$ cat src/rtl/pe_array_pkg.sv
// Shared definitions for the PE array psum drain path.
// - Default lane widths and the matching lane typedefs.
// - Serializer state enum.
// - clog2_min1(): index width that never collapses to zero bits.
package pe_array_pkg;

  localparam int unsigned DefaultPeWidth   = 4;
  localparam int unsigned DefaultNumCols   = 3;
  localparam int unsigned DefaultAccWidth  = 8;
  localparam int unsigned DefaultNumPasses = 3;
  localparam int unsigned DefaultFifoDepth = 4;

  typedef logic [DefaultPeWidth-1:0]  psum_lane_t;
  typedef logic [DefaultAccWidth-1:0] acc_lane_t;

  typedef enum logic [0:0] {S_IDLE, S_SEND} ser_state_e;

  function automatic int unsigned clog2_min1(input int unsigned n);
    return (n > 1) ? $clog2(n) : 1;
  endfunction

endpackage

$ cat src/rtl/psum_vec_fifo.sv
// Synchronous circular-buffer FIFO holding finished psum vectors.
// Ports:
//   clk_i, rst_ni   clock, asynchronous active-low reset
//   push_i/wdata_i  write one entry (ignored when full)
//   pop_i/rdata_o   rdata_o shows the head; pop_i retires it (ignored when empty)
//   full_o, empty_o, count_o  occupancy status, all derived from registered count
module psum_vec_fifo
  import pe_array_pkg::*;
#(
  parameter int unsigned Width = 24,
  parameter int unsigned Depth = 4
) (
  input  logic                   clk_i,
  input  logic                   rst_ni,
  input  logic                   push_i,
  input  logic [Width-1:0]       wdata_i,
  input  logic                   pop_i,
  output logic [Width-1:0]       rdata_o,
  output logic                   full_o,
  output logic                   empty_o,
  output logic [$clog2(Depth):0] count_o
);

  localparam int unsigned PtrW = clog2_min1(Depth);
  localparam int unsigned CntW = $clog2(Depth) + 1;

  logic [Width-1:0] mem_q [Depth];
  logic [PtrW-1:0]  wptr_q, wptr_d, rptr_q, rptr_d;
  logic [CntW-1:0]  count_q, count_d;
  logic             do_push, do_pop;

  always_comb begin
    full_o  = (count_q == CntW'(Depth));
    empty_o = (count_q == '0);
    rdata_o = mem_q[rptr_q];
    count_o = count_q;
    do_push = push_i & ~full_o;
    do_pop  = pop_i & ~empty_o;
    // Depth is a power of two, so pointers wrap by plain overflow.
    wptr_d  = do_push ? wptr_q + 1'b1 : wptr_q;
    rptr_d  = do_pop ? rptr_q + 1'b1 : rptr_q;
    count_d = count_q;
    unique case ({do_push, do_pop})
      2'b10:   count_d = count_q + 1'b1;
      2'b01:   count_d = count_q - 1'b1;
      default: count_d = count_q;
    endcase
  end

  always_ff @(posedge clk_i or negedge rst_ni) begin
    if (!rst_ni) begin
      wptr_q  <= '0;
      rptr_q  <= '0;
      count_q <= '0;
    end else begin
      wptr_q  <= wptr_d;
      rptr_q  <= rptr_d;
      count_q <= count_d;
    end
  end

  // Storage needs no reset: entries are only read once count says they are valid.
  always_ff @(posedge clk_i) begin
    if (do_push) mem_q[wptr_q] <= wdata_i;
  end

endmodule

$ cat src/rtl/psum_drain_collector.sv
// Collects bottom-row psum vectors from the PE array, accumulates NUM_PASSES
// vectors per lane, queues finished vectors and serialises them one lane per beat.
// Ports:
//   clk, rst                     clock, asynchronous active-low reset
//   psum_valid_in/psum_in        incoming psum vector (NUM_COLS lanes)
//   psum_ready_out               vector accepted when high with psum_valid_in
//   ofmap_data/col_idx/last      serialised accumulated lane, its index, last flag
//   ofmap_valid/ofmap_ready      output handshake
//   fifo_count                   finished vectors waiting in the queue
module psum_drain_collector
  import pe_array_pkg::*;
#(
  parameter int unsigned PE_WIDTH   = DefaultPeWidth,
  parameter int unsigned NUM_COLS   = DefaultNumCols,
  parameter int unsigned ACC_WIDTH  = DefaultAccWidth,
  parameter int unsigned NUM_PASSES = DefaultNumPasses,
  parameter int unsigned FIFO_DEPTH = DefaultFifoDepth
) (
  input  logic                                clk,
  input  logic                                rst,
  input  logic                                psum_valid_in,
  input  logic [PE_WIDTH-1:0]                 psum_in [NUM_COLS],
  output logic                                psum_ready_out,
  output logic [ACC_WIDTH-1:0]                ofmap_data,
  output logic [clog2_min1(NUM_COLS)-1:0]     ofmap_col_idx,
  output logic                                ofmap_last,
  output logic                                ofmap_valid,
  input  logic                                ofmap_ready,
  output logic [$clog2(FIFO_DEPTH):0]         fifo_count
);

  localparam int unsigned ColW  = clog2_min1(NUM_COLS);
  localparam int unsigned PassW = clog2_min1(NUM_PASSES);
  localparam int unsigned VecW  = NUM_COLS * ACC_WIDTH;
  localparam logic [PassW-1:0] LastPass = PassW'(NUM_PASSES - 1);
  localparam logic [ColW-1:0]  LastCol  = ColW'(NUM_COLS - 1);

  typedef logic [ACC_WIDTH-1:0] acc_t;

  logic [PassW-1:0] pass_cnt_q, pass_cnt_d;
  acc_t             acc_q [NUM_COLS];
  acc_t             acc_d [NUM_COLS];
  acc_t             lane_sum [NUM_COLS];
  logic             final_pass, capture, push, pop;
  logic             fifo_full, fifo_empty;
  logic [VecW-1:0]  push_vec, head_vec;

  ser_state_e       state_q, state_d;
  logic [ColW-1:0]  col_q, col_d;
  acc_t             out_vec_q [NUM_COLS];
  acc_t             out_vec_d [NUM_COLS];

  // Accumulator. acc is cleared after every final pass, so pass 0 is simply
  // 0 + psum and no separate load path is needed.
  always_comb begin
    final_pass     = (pass_cnt_q == LastPass);
    // Registered full flag only: a pop in this cycle does not open a slot.
    psum_ready_out = rst & ~(final_pass & fifo_full);
    capture        = psum_valid_in & psum_ready_out;
    push           = capture & final_pass;
    pass_cnt_d     = pass_cnt_q;
    for (int i = 0; i < NUM_COLS; i++) begin
      lane_sum[i] = acc_q[i] + ACC_WIDTH'(psum_in[i]);
      push_vec[i*ACC_WIDTH +: ACC_WIDTH] = lane_sum[i];
      acc_d[i] = acc_q[i];
      if (capture) acc_d[i] = final_pass ? '0 : lane_sum[i];
    end
    if (capture) pass_cnt_d = final_pass ? '0 : pass_cnt_q + 1'b1;
  end

  // Serializer next state; the last beat pops the next head directly so
  // queued vectors stream without a bubble.
  always_comb begin
    state_d = state_q;
    col_d   = col_q;
    pop     = 1'b0;
    for (int i = 0; i < NUM_COLS; i++) out_vec_d[i] = out_vec_q[i];
    unique case (state_q)
      S_IDLE: begin
        if (!fifo_empty) begin
          pop     = 1'b1;
          col_d   = '0;
          state_d = S_SEND;
        end
      end
      S_SEND: begin
        if (ofmap_ready) begin
          if (col_q != LastCol) begin
            col_d = col_q + 1'b1;
          end else if (!fifo_empty) begin
            pop   = 1'b1;
            col_d = '0;
          end else begin
            col_d   = '0;
            state_d = S_IDLE;
          end
        end
      end
      default: state_d = S_IDLE;
    endcase
    if (pop) begin
      for (int i = 0; i < NUM_COLS; i++) out_vec_d[i] = head_vec[i*ACC_WIDTH +: ACC_WIDTH];
    end
  end

  always_comb begin
    ofmap_valid   = (state_q == S_SEND);
    ofmap_col_idx = col_q;
    ofmap_data    = ofmap_valid ? out_vec_q[col_q] : '0;
    ofmap_last    = ofmap_valid && (col_q == LastCol);
  end

  always_ff @(posedge clk or negedge rst) begin
    if (!rst) begin
      pass_cnt_q <= '0;
      state_q    <= S_IDLE;
      col_q      <= '0;
      for (int i = 0; i < NUM_COLS; i++) begin
        acc_q[i]     <= '0;
        out_vec_q[i] <= '0;
      end
    end else begin
      pass_cnt_q <= pass_cnt_d;
      state_q    <= state_d;
      col_q      <= col_d;
      for (int i = 0; i < NUM_COLS; i++) begin
        acc_q[i]     <= acc_d[i];
        out_vec_q[i] <= out_vec_d[i];
      end
    end
  end

  psum_vec_fifo #(
    .Width(VecW),
    .Depth(FIFO_DEPTH)
  ) u_fifo (
    .clk_i  (clk),
    .rst_ni (rst),
    .push_i (push),
    .wdata_i(push_vec),
    .pop_i  (pop),
    .rdata_o(head_vec),
    .full_o (fifo_full),
    .empty_o(fifo_empty),
    .count_o(fifo_count)
  );

endmodule

$ cat config.mk
export PLATFORM = sky130hd
export DESIGN_NAME = psum_drain_collector
export DESIGN_NICKNAME = d
export VERILOG_FILES = /design/src/rtl/pe_array_pkg.sv /design/src/rtl/psum_vec_fifo.sv /design/src/rtl/psum_drain_collector.sv
export SDC_FILE = /design/constraint.sdc
export NUM_CORES = 1
export LEC_CHECK = 0
export CAP_MARGIN = 20
export CORE_ASPECT_RATIO = 1.4
export CORE_UTILIZATION = 45
export CTS_CLUSTER_SIZE = 14
export DETAILED_ROUTE_END_ITERATION = 7
export GPL_ROUTABILITY_DRIVEN = 0
export PLACE_DENSITY = 0.6
export SYNTH_ARGS = -nofsm -noshare
export SYNTH_HDL_FRONTEND = slang
export SYNTH_SLANG_ARGS = --single-unit
export TNS_END_PERCENT = 30
$ cat constraint.sdc
create_clock -name clk -period 2.7 [get_ports clk]
set_input_delay 0.54 -clock clk [delete_from_list [all_inputs] [get_ports clk]]
set_output_delay 0.54 -clock clk [all_outputs]
set_load 0.005 [all_outputs]
==> flow_summary.toml <==
[grt]
antenna_found_initial = 0
grt_pass1_wl_mm = 22.2
grt_usage = 0.190
grt_pass1_vias = 4055
grt.overflow.total = 0
busiest_layer = "met2"
grt_max_degree = 48
use_met1 = 0.248
grt_use_met3 = 0.0361
gr-usage-met2 = 0.314

[setup_path]
slowest_stage = "clkdlybuf4s50_1"
crit_path_end_kind = "primary output"
r2r_cells = 9
slowest_delay_ns = 0.49
crit_chain = "buf_4 > mux2i_1 > o21ai_0 > and2_1 > clkdlybuf4s50_1"
r2r-start = "ofmap_col_idx[0]$_DFFE_PN0P_"
path_depth = 5
arrival_ns = 1.98
worstPathMaxFanout = 9
cp_num_buf_inv = 2
required_ns = 2.16
crit_family = "buffers and inverters"
cp-startpoint = "ofmap_col_idx[1]$_DFFE_PN0P_"
path_class = "reg2out"
cp-start-kind = "flop"

[yosys]
ys.flop_type = "edfxtp_1"
synth-edff-count = 96
async_flop_share = 0.385
ys_types = 48
yosysWarnings = 0
yosysSeqAreaShare = 0.624
synth_area_leaders = "edfxtp_1 (41%), dfrtp_1 (21%), mux4_2 (6.4%)"
syn_area_um2 = 7030
synth_top_area_frac = 0.410
syn_nets = 481
ys_ff_latch = 156
syn_inst = 444
avgSynthCellArea_um2 = 15.8
yosysTopAreaCell = "edfxtp_1"

[die]
dieArea_um2 = 16100
chipHeight_um = 150
fp.coreArea_um2 = 15100
design.portCount = 32
num_rows = 53
die_x_um = 108
start_util = 0.465

[sta]
drv_slew = 0
finClkSkew_ns = 0.00969
worst_pin_slew_ns = 0.728
tns_ns = 0
fin_crit_ns = 2.52
setup_viol = 0
fmax_ghz = 0.397
post-route-period-util = 0.934
rsz0062_at_grt = "false"
slew_headroom = 0.515
holdWs_ns = 0.179
hold_viol_final = 0

[clocking]
cts_tree = "done"
cts-root-buf = "clkbuf_16"
htreeDepth = 4
clockBufferDepth = 2
clkSinkCount = 156
cts_buffers = 17
clk_latency_ns = 0.43
clk_pin_slew_worst_paths_ns = 0.06

[cells_and_area]
drive_gt1_frac = 0.221
area_growth_pct = 18.4
final_cell_mix = "edfxtp_1 (96), dfrtp_1 (58), clkdlybuf4s50_1 (30)"
nNetsFinal = 544
antenna_cells = 0
final_common_cell = "edfxtp_1"

[hold_path]
hp-class = "in2async"

[routing]
remaining_drc_errors = 0
routedWlPerCell_um = 19.2
drtIter0Drc = 171
route.antenna.remaining_nets = 0
drt-total-wl_mm = 13.7
vias = 3893
viasPerCell = 5.47
drt_pass1_iterations = 4

[placed_design]
port_buffers = 31
hpwl_mm = 9.24

[run]
maxCapViolations = 0

[pwr]
power-per-cell-area_nw_per_um2 = 1130
p_leak_uw = 0.00326
ir_worst_vdd_uv = 499

[status]
outcome = "finished clean"
[through the flow]
stage	setup slack (ns)	cells	cell area [um2]	power [uW]	util
floorplan	0.486	444	7030	5910	-
global placement	0.144	673	7660	6870	0.507
detailed placement	0.0947	673	7660	7000	0.507
CTS	0.0402	705	8260	9420	0.547
global route	0.0166	712	8320	9940	0.550
finish	0.178	712	8320	9390	0.550
[synthesized netlist by cell type, types with 9 or more instances]
cell and number:
a22o_1 12, a31oi_1 9, and2_1 12, dfrtp_1 60, edfxtp_1 96, ha_1 17, inv_1 25, mux2_4 18
mux2i_1 11, mux4_2 20, nand2_1 26, o21ai_0 25, xnor2_1 18
[power breakdown]
group	switching, uW	total, uW	leakage [uW]	internal, uW
registers	380	3690	0.00162	3310
logic	1560	3290	0.00135	1730
clock network	949	2400	0.000288	1460
[layer usage]
metal	share of wire	wire [um]
met5	0	0
met4	0.013	177
met3	0.034	462
met2	0.50	6900
met1	0.45	6130
[registers in the layout (all words and copies together) (netlist names)]
register and cells:
acc_q 24, pass_cnt_q 2, u_fifo.mem_q 96, u_fifo.rptr_q 2, u_fifo.wptr_q 2, out_vec_q 24
u_fifo.count_o 3, ofmap_col_idx 2, ofmap_valid 1
[cell type report]
class / count / area [um2]
fillers: 1227 / 6800
flip-flops and latches: 156 / 4390
multi-input cells: 247 / 2410
repair buffers: 60 / 586
clock buffers: 18 / 429
well taps: 192 / 240
clock inverters: 14 / 168
inverters: 25 / 93.8
[worst reg2reg max path, cell delays in order (launching register included)]
cell,delay (ns)
dfrtp_2,0.46
buf_4,0.17
nand3b_2,0.24
a21oi_4,0.18
ha_1,0.21
inv_1,0.07
fa_1,0.39
xor2_1,0.15
nor2_1,0.12
xor2_1,0.16
[path summary, 6_finish.rpt]
path / slack [ns] / endpoint
setup / recovery: 0.18 / ofmap_data[0]
hold / removal: 0.18 / acc_q[3]$_DFFE_PN0P_
setup reg to reg: 0.49 / u_fifo.count_o[2]$_DFFE_PN0P_
hold reg to reg: 0.51 / out_vec_q[16]$_DFFE_PN0N_
max in group asynchronous: 1.86 / ofmap_col_idx[0]$_DFFE_PN0P_
min in group clk: 0.51 / out_vec_q[16]$_DFFE_PN0N_
[repair_timing]
| item | 4_1_cts | 5_1_grt |
|---|---|---|
| buffers inserted | 0 | 7 |
| gates resized for setup | 1 | 1 |
| hold buffers | 0 | 0 |
| setup endpoints to repair | 1 | 8 |
[cells by family after synthesis]
logic type / Yosys count / share of synthesized area
simple gates: 63 / 0.0488
mux: 61 / 0.146
fa+ha+maj: 21 / 0.0417
xor+xnor: 24 / 0.0310
compound gates: 78 / 0.0760
buf+inv: 41 / 0.0326
flops: 156 / 0.624
No activity file was read; power rests on OpenSTA's default activity.
==> variant 1, RTL diff (same settings) <==
Compare `pass_cnt_q` against `LastPass` with >= in place of ==.
--- a/src/rtl/psum_drain_collector.sv
+++ b/src/rtl/psum_drain_collector.sv
@@ -53,7 +53,7 @@
   // Accumulator. acc is cleared after every final pass, so pass 0 is simply
   // 0 + psum and no separate load path is needed.
   always_comb begin
-    final_pass     = (pass_cnt_q == LastPass);
+    final_pass     = (pass_cnt_q >= LastPass);
     // Registered full flag only: a pop in this cycle does not open a slot.
     psum_ready_out = rst & ~(final_pass & fifo_full);
     capture        = psum_valid_in & psum_ready_out;
Formal check against the unedited RTL: no difference found for any inputs over 10 cycles, from zero or initial values and one cycle with rst low; that may be too few to reach the edited logic, so the function may still have changed.
==> variant 1 against the original RTL <==
  * Worst setup slack got worse by 0.080 ns
  * Die area rose by 1.8%
  * Via count rose by 1.0%
  * Clock power is 6% higher
  * Cell area increased by 1.6%
  * Total power increased by 4.3%
  * Final cell count increased by 3.4%
  * Sequential cell count unchanged
  * Routed wire length is 2.9% lower
  * Synthesized area is 1.8% higher
  * Global-route usage down 1.1 points
  * Count of clock-buffer cells in the layout rose by 6
  * Highest routed layer unchanged
==> variant 1: results (changes against the original RTL) <==
[critical_path]
slowest_delay_ns = 0.60  ; +0.11 ns
slowest_stage = dlygate4sd3_1
r2r_setup_slack_ns = 0.55  ; +0.06 ns
reg2regPathDepth = 9  ; unchanged
cp-startpoint = rst
cp-end-kind = output pin
endpoint = psum_ready_out
cp_max_fo = 6  ; -3
r2r-end = u_fifo.count_o[2]$_DFFE_PN0P_
reg2reg_from = ofmap_col_idx[0]$_DFFE_PN0P_

[flow_run]
maxCapViolations = 0  ; unchanged

[global_routing]
grt_max_degree = 49  ; +2.1%
grt_usage_pct = 17.9  ; -1.1 points
grt_pass1_wl_um = 21100  ; -4.9%
antenna_found_initial = 1  ; +1
grt_pass1_vias = 3977  ; -1.9%

[synth]
yosysSeqAreaShare_pct = 61.3  ; -1.1 points
synth_edf_count = 96  ; unchanged
synthTopCellsByCount = 96 x edfxtp_1, 60 x dfrtp_1, 38 x nand2_1
syn-instance-count = 474  ; +6.8%
syn_nets = 511  ; +6.2%
ys_async_sr_fraction_pct = 38.5  ; unchanged
ys_top_cells_by_area = edfxtp_1 40%, dfrtp_1 21%, mux4_2 7.2%, mux2_4 3.8%, ha_1 3.0%
yosysWarningCount = 0  ; unchanged
synth_cell_types = 57  ; +19%

[drt]
vias = 3932  ; +1.0%
drt_iter0_markers = 120  ; -30%
post_drt_wl_per_cell_um = 18.0  ; -6.1%
firstDrtPassIters = 4  ; unchanged
viasPerCell = 5.34  ; -2.3%

[clocking]
clk_pin_slew_ns = 0.06  ; about the same
cts_resized = 2  ; +1
post-cts-setup-buffer-count = 0  ; unchanged
cts.path.max_buffers = 2  ; unchanged
htreeDepth = 4  ; unchanged
clk-insertion-delay-late_ns = 0.42
cts_hold_buf = 1  ; +1
cts_root_buffer = clkbuf_16
numCtsBuffers = 17  ; unchanged

[cells_and_area]
drive_gt1_share_pct = 20.8  ; -1.3 points
top_register = u_fifo.mem_q
nets = 563  ; +3.5%
largestRegisters = u_fifo.mem_q x96, acc_q x24, out_vec_q x24

[place]
portBuffers = 31  ; unchanged
dp_hpwl_um = 8960  ; -3.1%
dp_cells = 696  ; +3.4%

[power]
p_switching_mw = 2.95  ; +1.9%
irDropWorstVdd_mv = 0.691  ; +38%
p_leak_nw = 3.23  ; -0.78%

[min_path]
hold_path.class = reg -> reg

[timing]
setup_violations = 0  ; unchanged
worst_pin_slew_ns = 0.665  ; -0.0630 ns
finalClockSkew_ns = 0.00888  ; -0.000812 ns

[outcome]
run_status = completed

==> variant 1: cell count changes after synthesis, moves of 7 or more <==
cell      change
a31oi_1       -7
o21ai_0       -7
nor2_1       +10
nand2_1      +12
inv_1         -7
nand2b_1     +10
a22o_1       -12
o21ai_1      +10
==> variant 1: worst min-delay path by stage <==
stage | end | from | slack (ns) | cells after the start
2_1_floorplan | acc_q[0]$_DFFE_PN0N_ | rst | 0.24 | 0
3_5_place_dp | u_fifo.count_o[0]$_DFFE_PN0P_ | rst | 0.36 | 1
6_report | acc_q[19]$_DFFE_PN0N_ | acc_q[19]$_DFFE_PN0N_ | 0.49 | 2
3_3_place_gp | u_fifo.count_o[0]$_DFFE_PN0P_ | rst | 0.36 | 1
5_1_grt | pass_cnt_q[0]$_DFFE_PN0N_ | pass_cnt_q[0]$_DFFE_PN0N_ | 0.51 | 1
4_1_cts | acc_q[19]$_DFFE_PN0N_ | acc_q[19]$_DFFE_PN0N_ | 0.49 | 2
==> variant 1: kinds of logic (layout without fill, tap and decap cells) <==
kind of cell | count (synthesis) | in the layout | share of synthesized area [%]
flip-flops | 156 | 156 | 61.3
AND/OR/NAND/NOR | 102 | 102 | 7.26
AO/OA/AOI/OAI | 74 | 74 | 7.49
multiplexers | 60 | 60 | 14.0
buffers and inverters | 40 | 105 | 3.15
adder cells (fa/ha/maj) | 21 | 21 | 4.09
XOR/XNOR | 21 | 21 | 2.68
other | 0 | 1 | 0
==> variant 1: power by group through the flow <==
stage	Clock [mW]	Sequential, mW	Combinational [mW]
after floorplan	0	3.64	2.55
after global placement	0	3.82	3.28
after detailed placement	0	3.84	3.40
after CTS	2.60	3.80	3.42
after global routing	2.70	3.82	3.85
final	2.54	3.76	3.49
==> variant 1: area by class of cell <==
type,count,area [um^2]
tap,196,245
clock inverter,8,164
multi-input combinational,278,2540
inverter,18,67.6
fill,1285,7090
antenna,1,2.50
timing repair buffer,55,563
sequential,156,4390
clock buffer,24,472
==> variant 1: through the flow <==
step | power (mW) | area (um^2) | worst slack, ns
global placement | 7.09 | 7730 | 0.156
floorplan | 6.19 | 7150 | 0.458
detailed placement | 7.24 | 7730 | 0.0736
global route | 10.4 | 8450 | 0.0482
CTS | 9.83 | 8380 | 0.0225
finish | 9.79 | 8450 | 0.0983
==> variant 1: worst max-delay path, delay by kind of cell <==
family | cells | cell delay [ns]
buffers and inverters | 4 | 1.37
AOI/OAI and AO/OA | 1 | 0.15
==> variant 1: layer usage <==
layer	share of wire (%)	up-vias	global-route usage (%)
li1	-	1886	-
met1	44	1967	22.5
met2	52	72	29.6
met3	3.2	7	4.09
met4	0.81	0	7.70
met5	0	-	0
==> variant 2, RTL diff (same settings) <==
Made on the original files. `DefaultAccWidth`: 8 -> 10.
--- a/src/rtl/pe_array_pkg.sv
+++ b/src/rtl/pe_array_pkg.sv
@@ -6,7 +6,7 @@
 
   localparam int unsigned DefaultPeWidth   = 4;
   localparam int unsigned DefaultNumCols   = 3;
-  localparam int unsigned DefaultAccWidth  = 8;
+  localparam int unsigned DefaultAccWidth  = 10;
   localparam int unsigned DefaultNumPasses = 3;
   localparam int unsigned DefaultFifoDepth = 4;
 
Ports: changed (resized ofmap_data); port bits go from 32 to 34. The function was not compared with the original's and may differ.
==> variant 2 against the original RTL <==
  * Clock skew down 0.0014 ns
  * Worst hold slack gained 0.31 ns
  * Die area grew 20%
  * First-iteration DRC count up 43%
  * Register-to-register slack worse by 0.05 ns
  * Cell area increased by 18%
  * Total power is 9.9% higher
  * Worst setup slack got worse by 0.071 ns
  * Critical path depth did not move
  * Routed wire length grew 20%
  * Synthesized area rose by 21%
  * Sequential cell count is 36 higher
==> variant 2: results (changes against the original RTL) <==
[place]
place_area_um2 = 9200  ; +20%
portBuffers = 33  ; +6.5%
dp_hpwl_um = 11100  ; +20%
pre_cts_slack_ns = -0.0348  ; -0.129 ns

[drt]
firstDrtPassIters = 5  ; +1
drt_iter0_markers = 245  ; +43%
wirelength_um = 16500  ; +20%
vias = 4706  ; +21%

[cells_and_area]
nets = 642  ; +18%
seq_area_share_pct = 55.1  ; +2.4 points
drive_gt1_share_pct = 21.4  ; -0.76 points
stdcell_count = 862  ; +21%
nonClkBufAreaFrac_pct = 6.05  ; -0.99 points
multi_input_gates = 312  ; +26%
fillers = 1526  ; +24%
clockNetworkAreaShare_pct = 5.85  ; -1.3 points
multi_input_area_share_pct = 29.0  ; about the same

[critical_path]
r2r_setup_slack_ns = 0.44  ; -0.05 ns
reg2reg_from = ofmap_col_idx[1]$_DFFE_PN0P_
cp_max_fo = 6  ; -3
arrival_ns = 2.05  ; +0.07 ns

[timing]
slew_headroom_pct = 60.4  ; +8.9 points
finalClockSkew_ns = 0.00829  ; -0.00140 ns
fin_hold_ws_ns = 0.486  ; +0.308 ns

[global_routing]
grt_usage_pct = 18.3  ; -0.65 points
grt_max_degree = 46  ; -4.2%
grt_pass1_vias = 4939  ; +22%
grt_pass1_wl_um = 26500  ; +20%

[synth]
synth_edf_count = 120  ; +25%
syn-cell-area_um2 = 8490  ; +21%
ys_top_cells_by_area = edfxtp_1 42%, dfrtp_1 21%, mux4_2 8.0%, mux2_2 4.2%, ha_1 2.5%
ys_async_sr_fraction_pct = 37.5  ; -0.96 points
yosysSeqAreaShare_pct = 63.7  ; +1.3 points
syn_nets = 593  ; +23%
synth_cell_types = 52  ; +8.3%

[power]
irDropWorstVdd_mv = 0.481  ; -3.7%
seq-power_mw = 4.40  ; +19%
p_leak_nw = 3.75  ; +15%
sw_frac_of_total_pct = 32.0  ; +1.2 points
comb_power_share_pct = 33.9  ; -1.2 points

[clocking]
cts_hold_buf = 1  ; +1
cts.sinks = 192  ; +23%

[outcome]
run_status = completed

## variant 2: changes by cell type after synthesis, sizes merged, moves of 8 or more
cell    before  now
nor2         4   12
a21oi        5   16
nand3        3   13
clkbuf       5   14
dfrtp       60   72
xor2         5   16
edfxtp      96  120
## variant 2: worst max-delay path: cells and delay by family (launching register included)
kind,cells,cell delay [ns]
mux,1,0.13
compound gates,1,0.19
flops,1,0.46
buf+inv,2,0.69
simple gates,1,0.16
## variant 2: routing by layer
metal,global-route usage [%],up-vias,wire length [um]
li1,-,2194,-
met1,23.0,2410,7180
met2,31.0,82,8520
met3,4.07,20,523
met4,7.17,0,224
met5,0,-,0
## variant 2: how the worst max path moves through the flow
stage	start	to	slack (ns)	cells after the start
floorplan	psum_valid_in	u_fifo.mem_q[0][0]$_DFFE_PP_	0.31	3
global placement	psum_in[8]	u_fifo.mem_q[0][8]$_DFFE_PP_	0.1	7
detailed placement	psum_in[8]	u_fifo.mem_q[3][6]$_DFFE_PP_	-0.03	8
CTS	ofmap_col_idx[1]$_DFFE_PN0P_	ofmap_data[6]	0.02	5
global route	ofmap_col_idx[1]$_DFFE_PN0P_	ofmap_data[9]	0.0001	6
finish	ofmap_col_idx[1]$_DFFE_PN0P_	ofmap_data[6]	0.11	5
## variant 2: kinds of logic (layout without fill, tap and decap cells)
logic type               after synthesis  in the layout  share of synthesized area, %
flip-flops                           192            192                          63.7
AND/OR/NAND/NOR                      102            102                          6.21
AO/OA/AOI/OAI                         86             86                          7.12
multiplexers                          75             75                          13.7
buffers and inverters                 52            114                          2.90
XOR/XNOR                              28             28                          2.89
adder cells (fa/ha/maj)               21             21                          3.45
